### src/rtl/pc_fetch_seq.sv
// pc_fetch_seq: PC sequencer and instruction-fetch front end with req/ready memory handshake
// and a one-entry skid buffer that absorbs a word returned while decode is stalled.
module pc_fetch_seq #(
   parameter logic [31:0] RESET_PC = 32'h0000_0000
) (
   input  logic        clk,
   input  logic        rst_n,
   input  logic        br_taken,
   input  logic [31:0] br_target,
   input  logic        jump_en,
   input  logic [31:0] jump_target,
   input  logic        stall,
   output logic        imem_req,
   output logic [31:0] imem_addr,
   input  logic        imem_ready,
   input  logic [31:0] imem_rdata,
   output logic        if_valid,
   output logic [31:0] if_instr,
   output logic [31:0] if_pc_plus4,
   output logic        addr_err
);
   typedef enum logic [1:0] {IDLE, FETCH, DRAIN, WAIT} state_t;
   state_t state, state_n;
   logic [31:0] pc, pc_n, addr_n, instr_n, pc4_n, skid_instr, skid_pc4, skid_instr_n, skid_pc4_n;
   logic        valid_n, skid_v, skid_v_n;
   logic        redir, done;
   logic [31:0] tgt, tgt_al, pc4;
   assign redir    = jump_en | br_taken;
   assign tgt      = jump_en ? jump_target : br_target;
   assign tgt_al   = {tgt[31:2], 2'b00};
   assign pc4      = pc + 32'd4;
   assign imem_req = (state == FETCH) || (state == DRAIN);
   assign done     = imem_req & imem_ready;
   always_ff @(posedge clk or negedge rst_n) begin
      if (!rst_n) begin
         state       <= IDLE;
         pc          <= RESET_PC;
         imem_addr   <= RESET_PC;
         if_valid    <= 1'b0;
         if_instr    <= '0;
         if_pc_plus4 <= '0;
         skid_v      <= 1'b0;
         skid_instr  <= '0;
         skid_pc4    <= '0;
         addr_err    <= 1'b0;
      end else begin
         state       <= state_n;
         pc          <= pc_n;
         imem_addr   <= addr_n;
         if_valid    <= valid_n;
         if_instr    <= instr_n;
         if_pc_plus4 <= pc4_n;
         skid_v      <= skid_v_n;
         skid_instr  <= skid_instr_n;
         skid_pc4    <= skid_pc4_n;
         addr_err    <= redir & (|tgt[1:0]);
      end
   end
   always_comb begin
      state_n      = state;
      pc_n         = pc;
      addr_n       = imem_addr;
      valid_n      = if_valid & stall;
      instr_n      = if_instr;
      pc4_n        = if_pc_plus4;
      skid_v_n     = skid_v;
      skid_instr_n = skid_instr;
      skid_pc4_n   = skid_pc4;
      case (state)
         IDLE: begin
            state_n = FETCH;
            pc_n    = redir ? tgt_al : pc;
            addr_n  = redir ? tgt_al : pc;
         end
         FETCH: begin
            if (redir) begin
               pc_n    = tgt_al;
               addr_n  = done ? tgt_al : imem_addr;
               state_n = done ? FETCH : DRAIN;
            end else if (done && (!stall || !if_valid)) begin
               instr_n = imem_rdata;
               pc4_n   = pc4;
               valid_n = 1'b1;
               pc_n    = pc4;
               addr_n  = pc4;
            end else if (done) begin
               skid_v_n     = 1'b1;
               skid_instr_n = imem_rdata;
               skid_pc4_n   = pc4;
               pc_n         = pc4;
               state_n      = WAIT;
            end
         end
         DRAIN: begin
            pc_n    = redir ? tgt_al : pc;
            state_n = done ? FETCH : DRAIN;
            addr_n  = done ? pc_n : imem_addr;
         end
         WAIT: begin
            if (redir) begin
               pc_n    = tgt_al;
               addr_n  = tgt_al;
               state_n = FETCH;
            end else if (!stall) begin
               instr_n  = skid_instr;
               pc4_n    = skid_pc4;
               valid_n  = 1'b1;
               skid_v_n = 1'b0;
               addr_n   = pc;
               state_n  = FETCH;
            end
         end
         default: state_n = IDLE;
      endcase
      // a redirect squashes everything already fetched on the old path
      if (redir) begin
         valid_n  = 1'b0;
         skid_v_n = 1'b0;
      end
   end
endmodule

### config.mk
export PLATFORM = sky130hd
export DESIGN_NAME = pc_fetch_seq
export DESIGN_NICKNAME = d
export VERILOG_FILES = /design/src/rtl/pc_fetch_seq.sv
export SDC_FILE = /design/constraint.sdc
export NUM_CORES = 1
export LEC_CHECK = 0
export CORE_UTILIZATION = 57
export DETAILED_ROUTE_END_ITERATION = 16
export PLACE_DENSITY = 0.87
export SLEW_MARGIN = 15
export SYNTH_ARGS = -nofsm -noshare
export SYNTH_HDL_FRONTEND = slang
export SYNTH_SLANG_ARGS = --single-unit
### constraint.sdc
create_clock -name clk -period 5.6 [get_ports clk]
set_clock_uncertainty 0.05 [all_clocks]
set_input_delay 0.56 -clock clk [delete_from_list [all_inputs] [get_ports clk]]
set_output_delay 0.56 -clock clk [all_outputs]
set_load 0.01 [all_outputs]
Yosys cells after proc, flatten, opt, wreduce, memory -nomap -nowiden

Cells that the tools add are included.
W data, S select, Z words.

Register bits after elaboration: 196
Bits of input ports: 102
Output and inout port bits: 99
Word-level logic and storage cells: 76

Add/sub/neg operators: 1
Equality and inequality tests: 14
Multiplexer cells: 33
Bitwise gates (word level): 6
Reductions and logical operators: 13

Operators with widths:

| cell                    | count |
|---|---|
| $mux W32                | 18 |
| $pmux W32 S2            | 3 |
| $pmux W32 S4            | 1 |
| $add A32 B3 Y32 const B | 1 |
| $mux W2                 | 6 |
| $ne A3 B3 Y1 const B    | 4 |
| $ne A2 B2 Y1 const B    | 4 |
| $pmux W2 S4             | 1 |
| $reduce_and A4 Y1       | 2 |
| $reduce_and A5 Y1       | 1 |
| $eq A2 B2 Y1 const B    | 2 |
| $ne A4 B3 Y1 const B    | 1 |
| $and A1 B1 Y1           | 3 |
| $mux W1                 | 3 |
| $ne A3 B2 Y1 const B    | 1 |
| $reduce_and A3 Y1       | 1 |
| $reduce_or A3 Y1        | 1 |
| $eq A2 B1 Y1 const B    | 1 |
| $logic_not A1 Y1        | 2 |
| $logic_not A2 Y1        | 1 |
| $logic_or A1 B1 Y1      | 2 |
| $ne A2 B1 Y1 const B    | 1 |
| $not A1 Y1              | 2 |
| $pmux W1 S2             | 1 |
| 4 further kinds         | 4 |

Logic depth before layout (Yosys ltp)

Gate-level depths: netlist of run 1.

Word-level depth: 7
Gate-level depth with buffers: 10
Mapped depth without buffers: 7

Worst setup path after synthesis of run 1

OpenSTA, ideal clock, no wires.

Kind: reg-to-reg
Start: register state[0]
End: register if_pc_plus4[28]
Data arrival time: 2.021 ns
Data required time: 5.481 ns
Path slack: 3.460 ns
Stages on the path, launching flop included: 9
Buffers on the path: 1
Period minus slack after synthesis: 2.140 ns
Cells stage by stage: dfrtp_1 inv_1 ha_1 and2b_1 a31oi_1 nand2b_1 buf_2 or4b_1 nand3_1

Cells in the longest elaborated chain, start to end: 6
Elaborated cells between the ends (all ways): 13
Classes of those cells: 7 x eq/ne; 1 x mux; 1 x bitwise; 4 x reduce/logical

RTL lines:

| item                                                | RTL line | text |
|---|---|---|
| from (decl)                                         | 23       | `state_t state, state_n;` |
| from (signal assigned)                              | 47       | `state <= state_n;` |
| $eq A2 B1 Y1 / $eq A2 B2 Y1 (equally long branches) | 32, 69   |  |
| $logic_or A1 B1 Y1                                  | 32       | `assign imem_req = (state == FETCH) \|\| (state == DRAIN);` |
| $and A1 B1 Y1                                       | 33       | `assign done = imem_req & imem_ready;` |
| $logic_and A1 B1 Y1                                 | 80       | `end else if (done && (!stall \|\| !if_valid)) begin` |
| $ne A2 B1 Y1 (no line)                              | n/a      |  |
| $reduce_and A5 Y1 (no line)                         | n/a      |  |
| to (signal assigned)                                | 52       | `if_pc_plus4 <= pc4_n;` |
| to (decl)                                           | 19       | `output logic [31:0] if_pc_plus4,` |

Several ways; a longest one is shown, not always the timed one.
A chain may end at the register's enable or synchronous reset.

Final worst setup path of run 1

Start: input port br_taken
End: register imem_addr[20]

Cells in the longest elaborated chain, start to end: 4
Elaborated cells between the ends (all ways): 10
Classes of those cells: 3 x eq/ne; 5 x mux; 1 x bitwise; 1 x reduce/logical

RTL lines:

| item                 | RTL line | text |
|---|---|---|
| from (decl)          | 8        | `input logic br_taken,` |
| $or A1 B1 Y1 *       | 28       | `assign redir = jump_en \| br_taken;` |
| $mux W32             | n/a      |  |
| $mux W32             | 97       | `addr_n = done ? pc_n : imem_addr;` |
| $pmux W32 S4         | 69       | `case (state)` |
| to (signal assigned) | 49       | `imem_addr <= addr_n;` |
| to (decl)            | 14       | `output logic [31:0] imem_addr,` |

Every way passes the cells marked *; elsewhere a longest branch is shown, timed or not. The select of a mux whose other input is x is not followed.

==> flow_summary.rst, run 1 <==
.. list-table::
   :header-rows: 1

   * - Metric
     - Value
   * - Wire length of the first global-routing pass
     - 47.4 mm
   * - Share of the clock period used by the worst path
     - 0.596
   * - Detailed Routing Iterations Pass 1
     - 6
   * - Filler cell count
     - 1,346
   * - Deepest level of the CTS H-tree
     - 4
   * - Largest voltage drop on the vdd net
     - 0.335 mV
   * - Final max-slew violation count
     - 0
   * - Classification of the worst setup path
     - primary input to register
   * - Relative max-transition margin
     - 0.301
   * - # nets final
     - 1,337
   * - Synthesis-stage register bit count
     - 196
   * - Placed Cells
     - 1,440
   * - Number of nets still failing antenna checks after routing
     - 0
   * - Total length of routed wires
     - 30.5 mm
   * - Worst setup slack after layout
     - 2.26 ns
   * - CTS Sinks
     - 196
   * - Total of endpoints with negative setup slack in the final report
     - 0
   * - Setup repair after global routing missed its margin
     - no
   * - Final-layout setup total negative slack
     - 0 ns
   * - Full die area
     - 0.0189 mm2
   * - Destination of the critical timing path
     - imem_addr[20]
   * - Flip-flop and latch area
     - 0.00490 mm2
   * - Clock latency at the later pin of the worst-skew pair
     - 0.45 ns
   * - Status
     - finished clean
   * - Count of mapped cells out of synthesis
     - 1,095
   * - Iter 0 DRT Violations
     - 1,235
   * - Number of max-cap violations
     - 0
   * - FF-to-FF setup slack
     - 2.55 ns
   * - # port buffers
     - 200
   * - Die width
     - 138 um
   * - Startpoint types
     - primary input
   * - Number of synthesized flops with an enable pin
     - 0
   * - Multi-input combinational cell area
     - 0.00509 mm2
   * - Critical Path AT
     - 3.62 ns
   * - Startpoint of the worst-slack reg-to-reg timing path
     - state[0]
   * - CTS tree
     - done
   * - I/O pin total
     - 201
   * - Ys Warns
     - 0
   * - Leading cell type in the layout, fill and taps excluded
     - sky130_fd_sc_hd__clkdlybuf4s50_1
   * - TritonCTS Buffers
     - 17
   * - Post-CTS Repair Setup Buffers
     - 0
   * - Worst-case clock buffer depth
     - 2
   * - Number of gates resized after CTS
     - 0
   * - First element of the critical path
     - br_taken
   * - Initial antenna violation count
     - 0
   * - Number of vias per cell
     - 6.49
   * - Area of the core region
     - 0.0180 mm2
   * - Most common flop cell mapped by yosys
     - sky130_fd_sc_hd__dfrtp_1
   * - Cell chosen for the clock root
     - sky130_fd_sc_hd__clkbuf_16
   * - Pre-CTS worst setup slack
     - 1.95 ns
   * - Global placer's final weighted congestion
     - 1.01
   * - Maximum fanout along the worst path
     - 21
   * - Finished Cell Area
     - 0.0131 mm2
   * - Routed via count
     - 9,557
   * - Number of placement rows
     - 49
   * - Mean area per synthesized cell
     - 9.57 um2
   * - Number of hold-slack violations in the final timing report
     - 0
   * - Pin count of the biggest net entering global routing
     - 124
   * - Antenna Diode Count
     - 0
   * - Leakage power summed over all cells
     - 0.00530 uW
   * - Min Clock Period, post-route
     - 3.34 ns
   * - Count of different cell masters after synthesis
     - 82
   * - Area added between synthesis and finish
     - 24.5%
   * - Sequential-to-total area share from yosys stat
     - 0.468
   * - Share of synthesized flip-flops with an asynchronous set or reset
     - 1.00
   * - Required time at the endpoint of the critical path
     - 5.88 ns
   * - Synthesized area
     - 0.0105 mm2
   * - Clock slew seen by the registers of the worst setup and hold paths
     - 0.08 ns
   * - Slew at the pin closest to its max-slew limit
     - 1.05 ns
   * - Endpoint of the most critical register-to-register path
     - if_pc_plus4[28]
   * - Overall Global Routing Usage
     - 0.330
   * - HPWL reported at the end of detailed placement
     - 21.1 mm
   * - DP Area
     - 0.0125 mm2
   * - Hold Buf Count CTS
     - 0
   * - Fraction of final layout cells with drive strength greater than 1
     - 0.0877
   * - Highest achievable clock rate
     - 300 MHz
   * - Worst min-delay path category
     - primary input to async pin
   * - Most used cells in the layout excluding fill and tap cells
     - 199 x sky130_fd_sc_hd__clkdlybuf4s50_1, 196 x sky130_fd_sc_hd__dfrtp_1, 134 x sky130_fd_sc_hd__nand2_1, 113 x sky130_fd_sc_hd__o21ai_0, 51 x sky130_fd_sc_hd__nor2_1
   * - Starting Density
     - 0.583
   * - Synth Net Count
     - 1,202
   * - Total congestion overflow after global routing
     - 0
   * - CP endpoint kind
     - register
   * - Final non-filler cell total
     - 1,472
   * - Logic depth of the worst register-to-register path
     - 7
   * - Number of global-route vias before repair
     - 8,872
   * - Vertical die dimension
     - 138 um
   * - Residual DRC
     - 0
   * - Wire length per cell after detailed routing
     - 20.8 um
   * - Pwr Density
     - 488 mW/mm2
-- cell usage after synthesis (17+ instances only) --
master | n | area, um2
sky130_fd_sc_hd__a21oi_1 | 38 | 190
sky130_fd_sc_hd__a31oi_1 | 18 | 113
sky130_fd_sc_hd__buf_2 | 32 | 160
sky130_fd_sc_hd__clkbuf_1 | 53 | 199
sky130_fd_sc_hd__dfrtp_1 | 196 | 4900
sky130_fd_sc_hd__mux2_2 | 36 | 405
sky130_fd_sc_hd__mux2i_1 | 46 | 460
sky130_fd_sc_hd__nand2_1 | 135 | 507
sky130_fd_sc_hd__nand3_1 | 33 | 165
sky130_fd_sc_hd__nor2_1 | 53 | 199
sky130_fd_sc_hd__nor3_1 | 26 | 130
sky130_fd_sc_hd__o21ai_0 | 113 | 566
sky130_fd_sc_hd__o22ai_1 | 17 | 106
sky130_fd_sc_hd__xnor2_1 | 20 | 175
sky130_fd_sc_hd__xor2_1 | 17 | 149
-- worst max-delay path, stage by stage --
cell and delay, ns:
sky130_fd_sc_hd__clkdlybuf4s50_1 0.94, sky130_fd_sc_hd__buf_4 0.31, sky130_fd_sc_hd__or2_2 0.15, sky130_fd_sc_hd__a2bb2oi_2 0.33
sky130_fd_sc_hd__and2_1 0.81, sky130_fd_sc_hd__nand2_1 0.21, sky130_fd_sc_hd__o221a_2 0.29
-- cell type report --
type,count,area share
Clock buffer,17,0.0326
Clock inverter,15,0.0127
Inverter,14,0.00403
Multi-Input combinational cell,785,0.390
Sequential cell,196,0.376
Tap cell,229,0.0220
Timing Repair Buffer,216,0.163
-- logic make-up (layout without fill, tap and decap cells) --
family,Yosys count,in the layout,synth area share
AND/OR/NAND/NOR,338,338,0.161
AO/OA/AOI/OAI,311,311,0.190
flip-flops,196,196,0.468
buffers and inverters,114,262,0.0487
multiplexers,94,94,0.0955
XOR/XNOR,37,37,0.0309
adder cells (fa/ha/maj),5,5,0.00597
-- worst min-delay path by stage --
| stage | start | depth (start not counted) | endpoint |
|---|---|---|---|
| after floorplan | rst_n | 0 | addr_err |
| after global placement | if_instr[3] | 2 | if_instr[3] |
| after detailed placement | imem_addr[7] | 1 | imem_addr[7] |
| after CTS | rst_n | 1 | if_instr[24] |
| after global routing | rst_n | 1 | skid_instr[24] |
| final | rst_n | 1 | skid_instr[24] |
-- stage by stage --
stage / power, uW / hold slack [ns] / utilization
finish: 6360 / 0.217 / 0.727
global route: 6740 / 0.279 / 0.727
CTS: 6350 / 0.271 / 0.727
detailed placement: 5130 / 0.415 / 0.694
global placement: 5030 / 0.410 / 0.694
floorplan: 3890 / 0.214 / -
-- state kept, by name, indices dropped and copies added (netlist names) --
name and cells:
state 2, imem_addr 32, if_instr 32, if_valid 1
skid_instr 32, pc 32, addr_err 1, if_pc_plus4 32
skid_pc4 32
-- report_power, final --
part           leakage, uW  internal (uW)  switching (uW)
logic              0.00261           1290            1380
registers          0.00241           2010             466
clock network     0.000284            598             610
total              0.00530           3900            2460
-- metal layers --
metal | vias to the layer above | share of wire | global-route usage
met5 | - | 0 | 0
met4 | 0 | 0.031 | 0.128
met3 | 104 | 0.11 | 0.0824
met2 | 632 | 0.45 | 0.507
met1 | 4554 | 0.41 | 0.449
li1 | 4267 | - | -
(Power assumes the default switching activity.)
==> run 2: changes to the inputs <==
--- a/config.mk
+++ b/config.mk
@@ -5,9 +5,9 @@
 export SDC_FILE = /design/constraint.sdc
 export NUM_CORES = 1
 export LEC_CHECK = 0
-export CORE_UTILIZATION = 57
+export CORE_UTILIZATION = 48
 export DETAILED_ROUTE_END_ITERATION = 16
-export PLACE_DENSITY = 0.87
+export PLACE_DENSITY = 0.78
 export SLEW_MARGIN = 15
 export SYNTH_ARGS = -nofsm -noshare
 export SYNTH_HDL_FRONTEND = slang
==> constraint.sdc (replaced) <==
create_clock -name clk -period 2.79 [get_ports clk]
set_clock_uncertainty 0.05 [all_clocks]
set_input_delay 0.279 -clock clk [delete_from_list [all_inputs] [get_ports clk]]
set_output_delay 0.279 -clock clk [all_outputs]
set_load 0.01 [all_outputs]
==> run 2 against run 1 <==
Routed wire length is 4.2% higher. Global-route usage is 3.8 points lower. Setup slack worse by 2.0 ns. Via count is 0.81% lower. Non-clock buffer count is 40 higher. Die area is 18% higher. Highest routed layer unchanged.
==> flow_summary.rst, run 2 (synthesized netlist as in run 1, its figures left out) <==
.. list-table::
   :header-rows: 1

   * - Metric
     - Value
   * - Status
     - finished clean
   * - WP buf/inv
     - 2 (unchanged)
   * - Pre-CTS worst setup slack
     - 0.282 ns (-1.66 ns)
   * - Detailed Routing Iterations Pass 1
     - 7 (+1)
   * - CTS Sinks
     - 196 (unchanged)
   * - DP Area
     - 0.0129 mm2 (+3.7%)
   * - Net switching power figure
     - 5010 uW (+100%)
   * - Total of endpoints with negative setup slack in the final report
     - 0 (unchanged)
   * - Residual DRC
     - 0 (unchanged)
   * - Number of global-route vias before repair
     - 9,065 (+2.2%)
   * - Highest achievable clock rate
     - 392 MHz
   * - Required time at the endpoint of the critical path
     - 3.07 ns (-2.81 ns)
   * - Iter 0 DRT Violations
     - 1,065 (-14%)
   * - Setup repair after global routing missed its margin
     - no
   * - Kind of cell adding the most delay to the critical path
     - simple AND/OR/NAND/NOR gates
   * - Finished Cell Area
     - 0.0135 mm2 (+3.7%)
   * - Area added between synthesis and finish
     - 29.1%
   * - Flip-flop and latch area
     - 0.00490 mm2 (unchanged)
   * - Initial antenna violation count
     - 0 (unchanged)
   * - Cell chosen for the clock root
     - sky130_fd_sc_hd__clkbuf_16
   * - TritonCTS Buffers
     - 17 (unchanged)
   * - Number of max-cap violations
     - 0 (unchanged)
   * - Clock slew seen by the registers of the worst setup and hold paths
     - 0.08 ns (about the same)
   * - Pwr Density
     - 973 mW/mm2 (+99%)
   * - Starting Density
     - 0.494 (-0.0895)
   * - Fraction of power consumed by the clock network
     - 0.192 (+0.002)
   * - Leading cell type in the layout, fill and taps excluded
     - sky130_fd_sc_hd__clkdlybuf4s50_1
   * - Number of gates resized after CTS
     - 0 (unchanged)
   * - Deepest level of the CTS H-tree
     - 4 (unchanged)
   * - Number of placement rows
     - 53 (+8.2%)
   * - Total length of routed wires
     - 31.8 mm (+4.2%)
   * - Min Clock Period, post-route
     - 2.55 ns
   * - Slowest stage delay, CP
     - 0.44 ns (-0.50 ns)
   * - Filler cell count
     - 1,801 (+34%)
   * - Cell Int Power
     - 8150 uW (+110%)
   * - Global placer's final weighted congestion
     - 0.949 (-5.9%)
   * - HPWL reported at the end of detailed placement
     - 22.6 mm (+7.0%)
   * - Sequential fraction of design power
     - 0.373 (-0.017)
   * - Vertical die dimension
     - 150 um (+8.8%)
   * - Area of the core region
     - 0.0212 mm2 (+18%)
   * - Cell type with the highest occurrence count on the critical path
     - sky130_fd_sc_hd__o21ai_0
   * - Number of hold-slack violations in the final timing report
     - 0 (unchanged)
   * - Final-layout setup total negative slack
     - 0 ns (unchanged)
   * - Logic gate share of total power
     - 0.434 (+0.014)
   * - Slowest-stage cell, CP
     - sky130_fd_sc_hd__dfrtp_1
   * - Pin count of the biggest net entering global routing
     - 90 (-27%)
   * - Largest voltage drop on the vdd net
     - 0.464 mV (+39%)
   * - Wire length of the first global-routing pass
     - 50.0 mm (+5.4%)
   * - # nets final
     - 1,377 (+3.0%)
   * - CP endpoint kind
     - register
   * - Placed Cells
     - 1,525 (+5.9%)
   * - Final max-slew violation count
     - 0 (unchanged)
   * - Slew at the pin closest to its max-slew limit
     - 0.948 ns (-0.100 ns)
   * - Wire length per cell after detailed routing
     - 20.4 um (-1.6%)
   * - I/O pin total
     - 201 (unchanged)
   * - Worst setup slack after layout
     - 0.241 ns (-2.02 ns)
   * - Overall Global Routing Usage
     - 0.292 (-0.0381)
   * - FF-to-FF setup slack
     - 0.24 ns (-2.31 ns)
   * - Relative max-transition margin
     - 0.365 (+0.0643)
   * - Worst-case clock buffer depth
     - 2 (unchanged)
   * - Clock latency at the later pin of the worst-skew pair
     - 0.45 ns (about the same)
   * - Share of the clock period used by the worst path
     - 0.914
   * - Leakage power summed over all cells
     - 0.00555 uW (+4.7%)
   * - Most used cells in the layout excluding fill and tap cells
     - 199 x sky130_fd_sc_hd__clkdlybuf4s50_1, 196 x sky130_fd_sc_hd__dfrtp_1, 134 x sky130_fd_sc_hd__nand2_1, 113 x sky130_fd_sc_hd__o21ai_0, 51 x sky130_fd_sc_hd__nor2_1
   * - Final Util
     - 0.638 (-0.0890)
   * - CTS tree
     - done
   * - Full die area
     - 0.0224 mm2 (+18%)
   * - Antenna Diode Count
     - 0 (unchanged)
   * - Multi-input combinational cell area
     - 0.00510 mm2 (about the same)
   * - Startpoint types
     - register
   * - Classification of the worst setup path
     - register to register
   * - Number of nets still failing antenna checks after routing
     - 0 (unchanged)
   * - Maximum fanout along the worst path
     - 9 (-57%)
   * - Critical Path AT
     - 2.83 ns (-0.79 ns)
   * - # port buffers
     - 200 (unchanged)
   * - Total congestion overflow after global routing
     - 0 (unchanged)
   * - Final non-filler cell total
     - 1,558 (+5.8%)
   * - Number of vias per cell
     - 6.08 (-6.3%)
   * - Switching fraction of total power
     - 0.381 (-0.00599)
   * - Fraction of final layout cells with drive strength greater than 1
     - 0.115 (+0.0277)
   * - Die width
     - 150 um (+8.8%)
   * - Cell Chain, Critical Path
     - inv_1, ha_1, nand2b_1, o21ai_0, and2_1, buf_4, o21ai_0, o22a_1
   * - Worst min-delay path category
     - primary input to async pin
   * - Routed via count
     - 9,480 (-0.81%)
run 2: changes by cell type in the layout (fill, tap and decap cells not counted), moves of 3 or more:
cell	before	now
sky130_fd_sc_hd__clkinv_4	4	1
sky130_fd_sc_hd__buf_4	16	47
sky130_fd_sc_hd__inv_6	4	9
sky130_fd_sc_hd__buf_12	0	8
run 2: path summary, 6_finish.rpt:
| kind | start | end | cells after the start |
|---|---|---|---|
| worst min register to register | skid_pc4[19] | skid_pc4[19] | 1 |
| min in group clk | jump_target[1] | addr_err | 3 |
| worst min-delay path | rst_n | skid_instr[22] | 2 |
| max in group asynchronous | rst_n | imem_addr[31] | 3 |
| worst max-delay path | state[0] | imem_addr[13] | 8 |
| worst max register to register | state[0] | imem_addr[13] | 8 |
run 2: stage by stage:
step                      hold slack, ns  power, uW
after detailed placement           0.207      10600
after CTS                          0.308      13200
after global routing               0.323      14000
final                              0.288      13200
after floorplan                  -0.0666       7800
after global placement             0.204      10500
run 2: worst register-to-register path, stage by stage (launching register included):
cell	delay [ns]
sky130_fd_sc_hd__dfrtp_1	0.44
sky130_fd_sc_hd__inv_1	0.08
sky130_fd_sc_hd__ha_1	0.35
sky130_fd_sc_hd__nand2b_1	0.25
sky130_fd_sc_hd__o21ai_0	0.32
sky130_fd_sc_hd__and2_1	0.39
sky130_fd_sc_hd__buf_4	0.25
sky130_fd_sc_hd__o21ai_0	0.12
sky130_fd_sc_hd__o22a_1	0.17
run 2: area by class of cell:
cell class,instances,area share
Multi-Input combinational cell,785,0.377
Sequential cell,196,0.362
Timing Repair Buffer,256,0.187
Clock buffer,17,0.0314
Tap cell,275,0.0254
Clock inverter,15,0.0131
Inverter,14,0.00388
run 2: routing by layer:
| layer | up-vias | global-route usage | routed length, um |
|---|---|---|---|
| li1 | 4337 | - | - |
| met1 | 4536 | 0.410 | 13800 |
| met2 | 538 | 0.443 | 14100 |
| met3 | 69 | 0.0628 | 2970 |
| met4 | 0 | 0.107 | 938 |
| met5 | - | 0 | 0 |
run 2: power groups by stage:
stage | Sequential [uW] | Combinational (uW) | Clock [uW]
after global placement | 4910 | 5540 | 0
after global routing | 5050 | 6220 | 2690
after CTS | 4900 | 5730 | 2560
after floorplan | 4960 | 2840 | 0
after detailed placement | 4950 | 5680 | 0
final | 4910 | 5720 | 2530
run 2: timing repair:
item / 4_1_cts / 5_1_grt
buffers inserted: 0 / 0
hold buffers: 1 / 0
endpoints found under the hold margin: 44 / 0
setup endpoints to repair: 0 / 0
==> run 3: changes to the inputs <==
--- a/config.mk
+++ b/config.mk
@@ -7,7 +7,8 @@
 export LEC_CHECK = 0
 export CORE_UTILIZATION = 48
 export DETAILED_ROUTE_END_ITERATION = 16
-export PLACE_DENSITY = 0.78
+export PLACE_DENSITY = 0.88
+export SKIP_CTS_REPAIR_TIMING = 1
 export SLEW_MARGIN = 15
 export SYNTH_ARGS = -nofsm -noshare
 export SYNTH_HDL_FRONTEND = slang
==> constraint.sdc (replaced) <==
create_clock -name clk -period 2.79 [get_ports clk]
set_clock_uncertainty 0.05 [all_clocks]
set_input_delay 0.279 -clock clk [delete_from_list [all_inputs] [get_ports clk]]
set_output_delay 0.279 -clock clk [all_outputs]
set_load 0.1 [all_outputs]
==> run 3 against run 2 <==
Sequential cell count stayed put. Global-route usage shrank 0.42 points. Count of clock-buffer cells in the layout unchanged. Power is 34% higher. First-iteration DRC count fell by 5.8%. Largest power group unchanged. Final area shrank 1.5%. Die area is the same. Clock power about the same.
==> flow_summary.rst, run 3 (synthesized netlist as in run 1, its figures left out) <==
.. list-table::
   :header-rows: 1

   * - Metric
     - Value
   * - Pwr Density
     - 1320 mW/mm2 (+36%)
   * - Pin count of the biggest net entering global routing
     - 90 (unchanged)
   * - Met3 layer usage reported by global route
     - 0.0527 (-0.0101)
   * - CTS tree
     - done
   * - # port buffers
     - 200 (unchanged)
   * - Final max-slew violation count
     - 0 (unchanged)
   * - Number of vias per cell
     - 6.13 (+0.79%)
   * - Most used cells in the layout excluding fill and tap cells
     - 196 x sky130_fd_sc_hd__dfrtp_1, 151 x sky130_fd_sc_hd__buf_4, 134 x sky130_fd_sc_hd__nand2_1, 113 x sky130_fd_sc_hd__o21ai_0, 100 x sky130_fd_sc_hd__clkdlybuf4s50_1
   * - Antenna Diode Count
     - 0 (unchanged)
   * - Number of nets still failing antenna checks after routing
     - 0 (unchanged)
   * - Pre-CTS worst setup slack
     - 0.232 ns (-0.0499 ns)
   * - HPWL reported at the end of detailed placement
     - 23.0 mm (+1.9%)
   * - Met2 demand-to-capacity share in global routing
     - 0.447 (+0.00463)
   * - Slew at the pin closest to its max-slew limit
     - 0.744 ns (-0.204 ns)
   * - Hold Path Origin
     - jump_target[1]
   * - Total length of routed wires
     - 32.0 mm (+0.49%)
   * - Area of the core region
     - 0.0212 mm2 (unchanged)
   * - Routed via count
     - 9,586 (+1.1%)
   * - Clock slew seen by the registers of the worst setup and hold paths
     - 0.08 ns (about the same)
   * - Slowest stage delay, CP
     - 0.53 ns (+0.09 ns)
   * - Hold Crit Endpoint
     - addr_err
   * - Die width
     - 150 um (unchanged)
   * - FF-to-FF setup slack
     - 0.26 ns (+0.02 ns)
   * - Critical Path AT
     - 2.83 ns (about the same)
   * - Worst setup slack after layout
     - 0.259 ns (+0.0183 ns)
   * - Number of hold-slack violations in the final timing report
     - 0 (unchanged)
   * - Clock latency at the later pin of the worst-skew pair
     - 0.44 ns (about the same)
   * - Required time at the endpoint of the critical path
     - 3.09 ns (+0.02 ns)
   * - Cell chosen for the clock root
     - sky130_fd_sc_hd__clkbuf_16
   * - Final Util
     - 0.628 (-0.00967)
   * - DP Area
     - 0.0127 mm2 (-1.6%)
   * - Slowest-stage cell, CP
     - sky130_fd_sc_hd__dfrtp_1
   * - I/O pin total
     - 201 (unchanged)
   * - Startpoint types
     - register
   * - Layer carrying the most global-route usage
     - met2
   * - Detailed Routing Iterations Pass 1
     - 7 (unchanged)
   * - Largest voltage drop on the vdd net
     - 0.966 mV (+110%)
   * - Global placer's final weighted congestion
     - 0.989 (+4.1%)
   * - Total of endpoints with negative setup slack in the final report
     - 0 (unchanged)
   * - Met1 track demand over resource in global routing
     - 0.397 (-0.0129)
   * - Worst hold path stage count
     - 3
   * - Highest achievable clock rate
     - 395 MHz (+0.72%)
   * - TritonCTS Buffers
     - 17 (unchanged)
   * - Leading cell type in the layout, fill and taps excluded
     - sky130_fd_sc_hd__dfrtp_1
   * - Min Clock Period, post-route
     - 2.53 ns (-0.0183 ns)
   * - CP endpoint kind
     - register
   * - Cell Chain, Critical Path
     - ha_1, and3_1, buf_4, nand3_1, xnor2_1, o221ai_1, o21ai_0
   * - Area added between synthesis and finish
     - 27.1%
   * - Share of the clock period used by the worst path
     - 0.907 (-0.00655)
   * - Classification of the worst setup path
     - register to register
   * - Fraction of final layout cells with drive strength greater than 1
     - 0.196 (+0.0803)
   * - Number of global-route vias before repair
     - 9,097 (+0.35%)
   * - Total congestion overflow after global routing
     - 0 (unchanged)
   * - Leakage power summed over all cells
     - 0.00570 uW (+2.8%)
   * - # nets final
     - 1,382 (+0.36%)
   * - Number of placement rows
     - 53 (unchanged)
   * - Status
     - finished clean
   * - Worst-case clock buffer depth
     - 2 (unchanged)
   * - Vertical die dimension
     - 150 um (unchanged)
   * - CTS Sinks
     - 196 (unchanged)
   * - Full die area
     - 0.0224 mm2 (unchanged)
   * - Wire length per cell after detailed routing
     - 20.5 um (+0.17%)
   * - Endpoint of the most critical register-to-register path
     - pc[10]
   * - Initial antenna violation count
     - 0 (unchanged)
   * - Finished Cell Area
     - 0.0133 mm2 (-1.5%)
   * - Deepest level of the CTS H-tree
     - 4 (unchanged)
   * - Wire length of the first global-routing pass
     - 49.5 mm (-1.0%)
   * - Logic depth of the worst register-to-register path
     - 7 (-1)
   * - Maximum fanout along the worst path
     - 8 (-1)
   * - Final-layout setup total negative slack
     - 0 ns (unchanged)
   * - Filler cell count
     - 1,719 (-4.6%)
   * - Worst min-delay path category
     - primary input to register
   * - Relative max-transition margin
     - 0.504 (+0.138)
   * - Starting Density
     - 0.494 (unchanged)
   * - Overall Global Routing Usage
     - 0.288 (-0.00417)
   * - Number of max-cap violations
     - 0 (unchanged)
   * - Iter 0 DRT Violations
     - 1,003 (-5.8%)
   * - Setup repair after global routing missed its margin
     - no
   * - Residual DRC
     - 0 (unchanged)
   * - Startpoint of the worst-slack reg-to-reg timing path
     - pc[2]
==> run 3: changes by cell type in the layout (fill, tap and decap cells not counted), sizes merged <==
cell,previous run,this run
clkdlybuf4s50,199,100
clkinv,5,6
inv,23,22
buf,55,159
==> run 3: metal layers <==
metal	wire length [um]	share of wire
met3	3060	0.096
met4	937	0.029
met5	0	0
met2	14600	0.46
met1	13400	0.42
==> run 3: final cells by class <==
| cell class | count | area (um2) | area share |
|---|---|---|---|
| tap | 275 | 344 | 0.0258 |
| sequential | 196 | 4900 | 0.368 |
| timing repair buffer | 261 | 2320 | 0.174 |
| inverter | 14 | 52.6 | 0.00394 |
| clock inverter | 15 | 183 | 0.0137 |
| multi-input combinational | 785 | 5100 | 0.383 |
| clock buffer | 17 | 425 | 0.0319 |
==> run 3: worst max path at each step <==
stage	endpoint	startpoint	slack (ns)
after global routing	imem_addr[1]	state[1]	0.17
after global placement	imem_addr[0]	imem_ready	0.28
after CTS	imem_addr[0]	state[1]	0.30
after floorplan	skid_pc4[29]	state[0]	0.32
final	pc[10]	pc[2]	0.26
after detailed placement	imem_addr[1]	imem_ready	0.23
==> run 3: through the flow <==
step | std cells | total power, uW | hold slack, ns
after detailed placement | 1530 | 15100 | 0.346
after global routing | 1563 | 18400 | 0.424
after global placement | 1530 | 14900 | 0.332
after CTS | 1562 | 17600 | -0.120
after floorplan | 1095 | 12300 | -0.0666
final | 1563 | 17600 | 0.400
==> run 3: power by group <==
group | leakage [uW] | internal (uW) | switching (uW) | total, uW
clock | 0.000300 | 1300 | 1230 | 2530
combinational | 0.00300 | 2580 | 7580 | 10200
sequential | 0.00241 | 4040 | 911 | 4950
total | 0.00570 | 7920 | 9720 | 17600
==> run 3: critical path, delay by kind of cell, from the launching register on <==
family / cells / cell delay [ns]
flops: 1 / 0.53
simple gates: 2 / 0.34
buf+inv: 1 / 0.19
fa+ha+maj: 1 / 0.34
compound gates: 2 / 0.56
xor+xnor: 1 / 0.43
